## src/rtl/reg_file_2r1w_if.sv

```systemverilog
// Write/read port bundle for reg_file_2r1w.
// master drives addresses and write data; slave returns read data.
interface reg_file_2r1w_if #(
  parameter int WIDTH = 32,
  parameter int AW    = 5
);
  logic             we;
  logic [AW-1:0]    waddr;
  logic [WIDTH-1:0] wdata;
  logic [AW-1:0]    raddr_a;
  logic [WIDTH-1:0] rdata_a;
  logic [AW-1:0]    raddr_b;
  logic [WIDTH-1:0] rdata_b;
  logic             wr_err;

  modport master (
    output we, waddr, wdata,
    output raddr_a, raddr_b,
    input  rdata_a, rdata_b, wr_err
  );

  modport slave (
    input  we, waddr, wdata,
    input  raddr_a, raddr_b,
    output rdata_a, rdata_b, wr_err
  );
endinterface

```

## src/rtl/reg_file_2r1w.sv

```systemverilog
// DEPTH x WIDTH flop register file, 1 write / 2 combinational reads.
// Optional REG_FILE_BYPASS_EN forwards same-cycle write data to reads.
module reg_file_2r1w #(
  parameter int               WIDTH     = 32,
  parameter int               DEPTH     = 32,
  parameter bit               ZERO_REG  = 1'b1,
  parameter logic [WIDTH-1:0] RESET_VAL = '0
) (
  input  logic           clk,
  input  logic           res,
  input  logic           clr,
  reg_file_2r1w_if.slave bus
);
  localparam int AW = (DEPTH > 1) ? $clog2(DEPTH) : 1;

  logic [WIDTH-1:0] mem_q [DEPTH];
  logic [WIDTH-1:0] mem_d [DEPTH];
  logic             wr_err_q;
  logic             wr_err_d;

  logic [DEPTH-1:0] w_sel;
  logic [DEPTH-1:0] w_mask;
  logic             wr_ok;
  logic             wr_oob;

  // One-hot decode; an empty w_sel means waddr is past DEPTH
  always_comb begin
    w_sel = '0;
    for (int i = 0; i < DEPTH; i++) begin
      w_sel[i] = (bus.waddr == AW'(i));
    end
    w_mask = w_sel;
    if (ZERO_REG) begin
      w_mask[0] = 1'b0;
    end
    wr_ok  = bus.we & ~clr & (|w_sel);
    wr_oob = bus.we & ~clr & ~(|w_sel);
  end

  always_comb begin
    for (int i = 0; i < DEPTH; i++) begin
      mem_d[i] = mem_q[i];
    end
    wr_err_d = 1'b0;
    unique case (1'b1)
      clr: begin
        for (int i = 0; i < DEPTH; i++) begin
          mem_d[i] = RESET_VAL;
        end
      end
      wr_oob: wr_err_d = 1'b1;
      wr_ok: begin
        for (int i = 0; i < DEPTH; i++) begin
          if (w_mask[i]) begin
            mem_d[i] = bus.wdata;
          end
        end
      end
      default: ;
    endcase
  end

  always_ff @(posedge clk or negedge res) begin
    if (!res) begin
      for (int i = 0; i < DEPTH; i++) begin
        mem_q[i] <= RESET_VAL;
      end
      wr_err_q <= 1'b0;
    end else begin
      for (int i = 0; i < DEPTH; i++) begin
        mem_q[i] <= mem_d[i];
      end
      wr_err_q <= wr_err_d;
    end
  end

  function automatic logic [WIDTH-1:0] rd(
    input logic [AW-1:0] a
  );
    logic [WIDTH-1:0] r;
    r = '0;
    for (int i = 0; i < DEPTH; i++) begin
      if (a == AW'(i) && !(ZERO_REG && i == 0)) begin
        r = mem_q[i];
      end
    end
`ifdef REG_FILE_BYPASS_EN
    // w_mask is empty for a masked word 0, so it never forwards
    if (wr_ok && (|w_mask) && a == bus.waddr) begin
      r = bus.wdata;
    end
`endif
    return r;
  endfunction

  always_comb begin
    bus.rdata_a = rd(bus.raddr_a);
    bus.rdata_b = rd(bus.raddr_b);
  end

  assign bus.wr_err = wr_err_q;
endmodule
```

## src/flat_wrapper.sv

```systemverilog
// flat-port wrapper written by rule: the top's interface ports become plain ports
module reg_file_2r1w_flat 
#(
  parameter int               WIDTH     = 32,
  parameter int               DEPTH     = 32,
  parameter bit               ZERO_REG  = 1'b1,
  parameter logic [WIDTH-1:0] RESET_VAL = '0
)
  (clk, res, clr, bus_we, bus_waddr, bus_wdata, bus_raddr_a, bus_raddr_b, bus_rdata_a, bus_rdata_b, bus_wr_err);
  reg_file_2r1w_if #(.WIDTH(WIDTH)) bus_i ();
  input  logic clk;
  input  logic res;
  input  logic clr;
  input wire logic [$bits(bus_i.we)-1:0] bus_we;
  input wire logic [$bits(bus_i.waddr)-1:0] bus_waddr;
  input wire logic [$bits(bus_i.wdata)-1:0] bus_wdata;
  input wire logic [$bits(bus_i.raddr_a)-1:0] bus_raddr_a;
  input wire logic [$bits(bus_i.raddr_b)-1:0] bus_raddr_b;
  output wire logic [$bits(bus_i.rdata_a)-1:0] bus_rdata_a;
  output wire logic [$bits(bus_i.rdata_b)-1:0] bus_rdata_b;
  output wire logic [$bits(bus_i.wr_err)-1:0] bus_wr_err;
  assign bus_i.we = bus_we;
  assign bus_i.waddr = bus_waddr;
  assign bus_i.wdata = bus_wdata;
  assign bus_i.raddr_a = bus_raddr_a;
  assign bus_i.raddr_b = bus_raddr_b;
  assign bus_rdata_a = bus_i.rdata_a;
  assign bus_rdata_b = bus_i.rdata_b;
  assign bus_wr_err = bus_i.wr_err;
  reg_file_2r1w #(.WIDTH(WIDTH), .DEPTH(DEPTH), .ZERO_REG(ZERO_REG), .RESET_VAL(RESET_VAL)) u_core (.clk(clk), .res(res), .clr(clr), .bus(bus_i));
endmodule
```

## config.mk

```make
export PLATFORM = sky130hd
export DESIGN_NAME = reg_file_2r1w_flat
export DESIGN_NICKNAME = d
export VERILOG_FILES = /design/src/rtl/reg_file_2r1w_if.sv /design/src/rtl/reg_file_2r1w.sv /design/src/flat_wrapper.sv
export SDC_FILE = /design/constraint.sdc
export NUM_CORES = 2
export LEC_CHECK = 0
export BUFFER_PORTS_ARGS = -buffer_cell sky130_fd_sc_hd__buf_2
export CORE_MARGIN = 2
export CORE_UTILIZATION = 44
export CTS_CLUSTER_DIAMETER = 150
export DETAILED_ROUTE_END_ITERATION = 16
export PLACE_DENSITY = 0.7
export SLEW_MARGIN = 20
export SYNTH_ARGS = -nofsm -noshare
export SYNTH_HDL_FRONTEND = slang
export SYNTH_SLANG_ARGS = --single-unit
```

## constraint.sdc

```tcl
create_clock -name clk -period 1.5 [get_ports clk]
set_input_delay 0.075 -clock clk [delete_from_list [all_inputs] [get_ports clk]]
set_output_delay 0.075 -clock clk [all_outputs]
set_load 0.005 [all_outputs]
```

# Word-level counts from Yosys, hierarchy flattened
# Cells that the tools add are included.
[word_totals]
ff_bits = 993
latch_bits = 0
ramBits = 0
rom_bits = 0
input_bits = 51
out_inout_bits = 65
elab_cells = 290
memories = 0
[op_classes]
n_addsub = 0
mul = 0
div = 0
magnitude_cmp = 0
n_eq_ne = 124
shifts = 0
muxes = 95
n_bitwise = 5
n_reduce_logical = 34
[op_table]
columns = ["cell", "n"]
rows = [
  ["32-bit 2-to-1 mux", 93],
  ["992-bit case mux with 2 select lines", 1],
  ["5-bit equality test, second input constant", 48],
  ["5-bit by 4-bit equality test with 1-bit output, second input constant", 24],
  ["2-bit by 1-bit inequality test with 1-bit output, second input constant", 31],
  ["2-bit AND reduction", 31],
  ["5-bit by 3-bit equality test with 1-bit output, second input constant", 12],
  ["32-bit OR reduction", 1],
  ["5-bit by 2-bit equality test with 1-bit output, second input constant", 6],
  ["5-bit by 1-bit equality test with 1-bit output, second input constant", 3],
  ["5-bit zero test", 1],
  ["1-bit AND", 3],
  ["1-bit inverter", 2],
  ["2-bit nonzero test", 1],
  ["1-bit 2-to-1 mux", 1],
]

# Logic depth before layout (Yosys ltp)
[logic_depth]
ltp_word = 32
depth_mapped = 11

# Least setup slack after synthesis
# Ideal clock, no wire load.
[synth_path]
kind = "in2out"
from = "in bus_raddr_b[4]"
to = "out bus_rdata_b[11]"
arrival_time_ps = 1583
slack_ps = -158
stages = 8
path_buffers = 2
path_cell_list = "buf_4 -> or3b_1 -> buf_2 -> or3_1 -> o2111ai_1 -> o211ai_1 -> a221oi_2 -> o2111ai_1"
[synth_between]
elab_chain_len = 32
elab_cells_between_ends = 62
cone_classes = "31 x eq/ne; 31 x mux"
[synth_lines]
columns = ["element", "line_no", "text"]
rows = [
  ["start, declared", "flat_wrapper.sv:18", "input wire logic [$bits(bus_i.raddr_b)-1:0] bus_raddr_b;"],
  ["5-bit by 1-bit equality test with 1-bit output", "reg_file_2r1w.sv:83", "if (a == AW'(i) && !(ZERO_REG && i == 0)) begin"],
  ["32-bit 2-to-1 mux (30 in a row)", "reg_file_2r1w.sv:83", ""],
  ["32-bit 2-to-1 mux *", "reg_file_2r1w.sv:83", ""],
  ["end, declared", "flat_wrapper.sv:20", "output wire logic [$bits(bus_i.rdata_b)-1:0] bus_rdata_b;"],
]
# Every way passes the cells marked *; elsewhere a longest branch is shown, timed or not.

# Final worst setup path
[layout_path]
from = "reg u_core.mem_q[938] (netlist bit)"
to = "out bus_rdata_a[10]"
[layout_between]
elab_chain_len = 30
[layout_lines]
columns = ["element", "line_no", "text"]
rows = [
  ["start, declared", "reg_file_2r1w.sv:16", "logic [WIDTH-1:0] mem_q [DEPTH];"],
  ["start signal, assigned by index", "reg_file_2r1w.sv:71", "mem_q[i] <= mem_d[i];"],
  ["32-bit 2-to-1 mux (30 in a row)", "reg_file_2r1w.sv:83", ""],
  ["end, declared", "flat_wrapper.sv:19", "output wire logic [$bits(bus_i.rdata_a)-1:0] bus_rdata_a;"],
]
# Every way passes these cells.

==> run metrics <==
status complete, but fails checks; failing checks setup timing; Final period util 203%; GPL Wtd Cong 1.14; Setup crit end kind output pin; Place WS -1850 ps; clock skew 0 ps; aggregate global routing overflow 0; Worst R2R Start u_core.mem_q[959]; die height around 350 um; Clock Sinks approximately 990; synth unique cells 95; Synth async-reset ratio between 90% and 100%; r2r worst-path depth 4; main area contributors after synthesis dfrtp_1, o21ai_0, nand2_1, clkbuf_1, a21oi_1; initial drt markers around 10000; post-synthesis instance area 54000 um2; maximum clock rate between 0.3 and 0.4 GHz; RSZ-0062 raised after global routing true; CTS tree done; YS warnings 0; clk slew on worst S/H paths 60 ps; fill count about 10000; clk root buf clkbuf_16; Worst Tran Pin Value 1040 ps; Final Non-Filler Cells ~9400; Core ar. 122000 um2; row cnt between 100 and 150; worst relative slew slack between 30% and 40%; Die W approximately 350 um; TritonCTS buffer count approximately 110; first-pass GRT wire length about 430000 um; dominant synthesized flop cell dfrtp_1; Synth Instances between 6000 and 7000; Final min period 3040 ps; final WL approximately 300000 um; RR Endpoint u_core.mem_q[959]; area leader, netlist dfrtp_1; all-layer global routing usage roughly 47%; number of synthesized register bits 993; type of the most critical hold path in2async; maxcap violations 0; post-synthesis average cell area between 8 and 9 um2; Slew Limit Fails 0; crit-path max FO 3; DRC viols 0; Ports around 120; Initial Util between 40 and 50%; Leak Pwr roughly 34 nW; WL per Instance approximately 32 um; Critical Path AT roughly 3000 ps; Post-DP HPWL 222000 um; drt via density approximately 6.6; pwr/cell area about 1000 nW/um2; Detail Route Antenna Nets 0; Seq/Total Area, Yosys between 40% and 50%; layout cells sized above 1 between 30 and 40%; vias in the first global route just under 60000; commonest non-fill, non-tap cell in the layout buf_4; number of flops mapped to enable cells by yosys 0; final net count 7725; CTS HTree Levels 3; Final Worst Setup Slack -1540 ps; most frequent cells in the layout buf_4, o21ai_0, nand2_1; placed insts roughly 9100; nature of the critical path startpoint flip-flop; port buffer count approximately 120; Clock Path Buffers 3; die outline area 125000 um2; pin count of the biggest net entering global routing 97; area delta synth->final 43.3%; via count around 62000; syn_nets 6377; Hold Fails Final Rpt 0; final setup vio count 64; Max IR drop VDD between 1000 and 1500 uV; reg2reg setup slack between 500 and 600 ps; worst path required time 1420 ps; drt first pass iters 10; top cell type's share of synthesized area a little under half; critical path class reg2out; Worst-Skew Late Latency ~760 ps; initial antenna violation count 14; post-layout util 63.6%
-- through the flow --
stage / hold slack (ps) / power [mW] / instance area (um2) / setup TNS [ps]
finish: 35.5 / 75.3 / 77400 / -77140
detailed placement: -2.34 / 44.3 / 70100 / -206890
floorplan: -221 / 35.2 / 54900 / -26390
global placement: -1.95 / 44.1 / 70100 / -194500
global route: 31.4 / 76.9 / 77400 / -78730
CTS: 20.5 / 74.1 / 76300 / -76080
-- report_power, final --
group	total [mW]	switching, mW	internal (mW)
logic	16.3	9.78	6.50
registers	29.6	1.34	28.3
clock network	29.4	12.5	16.9
-- worst max path at each step --
stage,from,endpoint,depth (start not counted)
3_5_place_dp,bus_raddr_b[0],bus_rdata_b[10],13
2_1_floorplan,bus_raddr_b[4],bus_rdata_b[11],8
6_report,u_core.mem_q[938],bus_rdata_a[10],8
4_1_cts,u_core.mem_q[867],bus_rdata_b[3],7
5_1_grt,u_core.mem_q[874],bus_rdata_a[10],9
3_3_place_gp,bus_raddr_b[0],bus_rdata_b[15],12
-- layout make-up --
class / count / area (um2) / share of cell area [%]
Inverter: 16 / 60.1 / 0.0776
Timing Repair Buffer: 1875 / 17000 / 21.9
Tap cell: 1625 / 2030 / 2.63
Antenna cell: 3 / 7.51 / 0.00970
Multi-Input combinational cell: 4675 / 29600 / 38.3
Sequential cell: 993 / 24900 / 32.1
Clock buffer: 163 / 3290 / 4.25
Clock inverter: 48 / 552 / 0.713
-- cells by family after synthesis --
group / count (synthesis) / share of synthesized area [%]
xor+xnor: 1 / 0.0162
compound gates: 2597 / 29.0
flops: 993 / 46.0
other cells: 1 / 0.00695
buf+inv: 658 / 5.72
mux: 199 / 4.08
simple gates: 1877 / 15.1
-- registers in the layout (all words and copies together), names as in the netlist --
signal,count
u_core.bus.wr_err,1
u_core.mem_q,992
-- synth_stat cells (35+ instances only) --
library cell / n
a211oi_1: 60
a21oi_1: 275
a221oi_1: 60
a22oi_1: 148
buf_2: 152
buf_4: 62
clkbuf_1: 389
dfrtp_1: 993
mux2_2: 67
mux2i_1: 122
nand2_1: 1234
nand3_1: 53
nor2_1: 210
nor2b_1: 35
nor3_1: 118
o211ai_1: 43
o21ai_0: 1355
o22ai_1: 180
o2bb2ai_1: 37
o31ai_1: 36
-- repair_timing --
action / in CTS / in global routing
setup endpoints to repair: 64 / 64
setup buffers: 35 / 27
pin swaps: 204 / 186
hold endpoints to repair: 1985 / 0
resized for setup: 406 / 207
hold buffers: 34 / 0
-- per-layer routing --
| metal | global-route usage [%] | wire, um | up-vias |
|---|---|---|---|
| li1 | - | - | 25700 |
| met1 | 60.2 | 110000 | 29900 |
| met2 | 65.6 | 121000 | 5032 |
| met3 | 15.3 | 40600 | 1323 |
| met4 | 36.9 | 30100 | 14 |
| met5 | 0 | 309 | - |
-- critical path, stage by stage, from the launching register on --
cell and delay (ps):
dfrtp_1 390, mux2_4 290, a221oi_4 300, a2111oi_4 60, o211ai_1 190, a31oi_1 160, buf_4 220, a221o_2 420
buf_2 170
No activity file was read; power rests on OpenSTA's default activity.
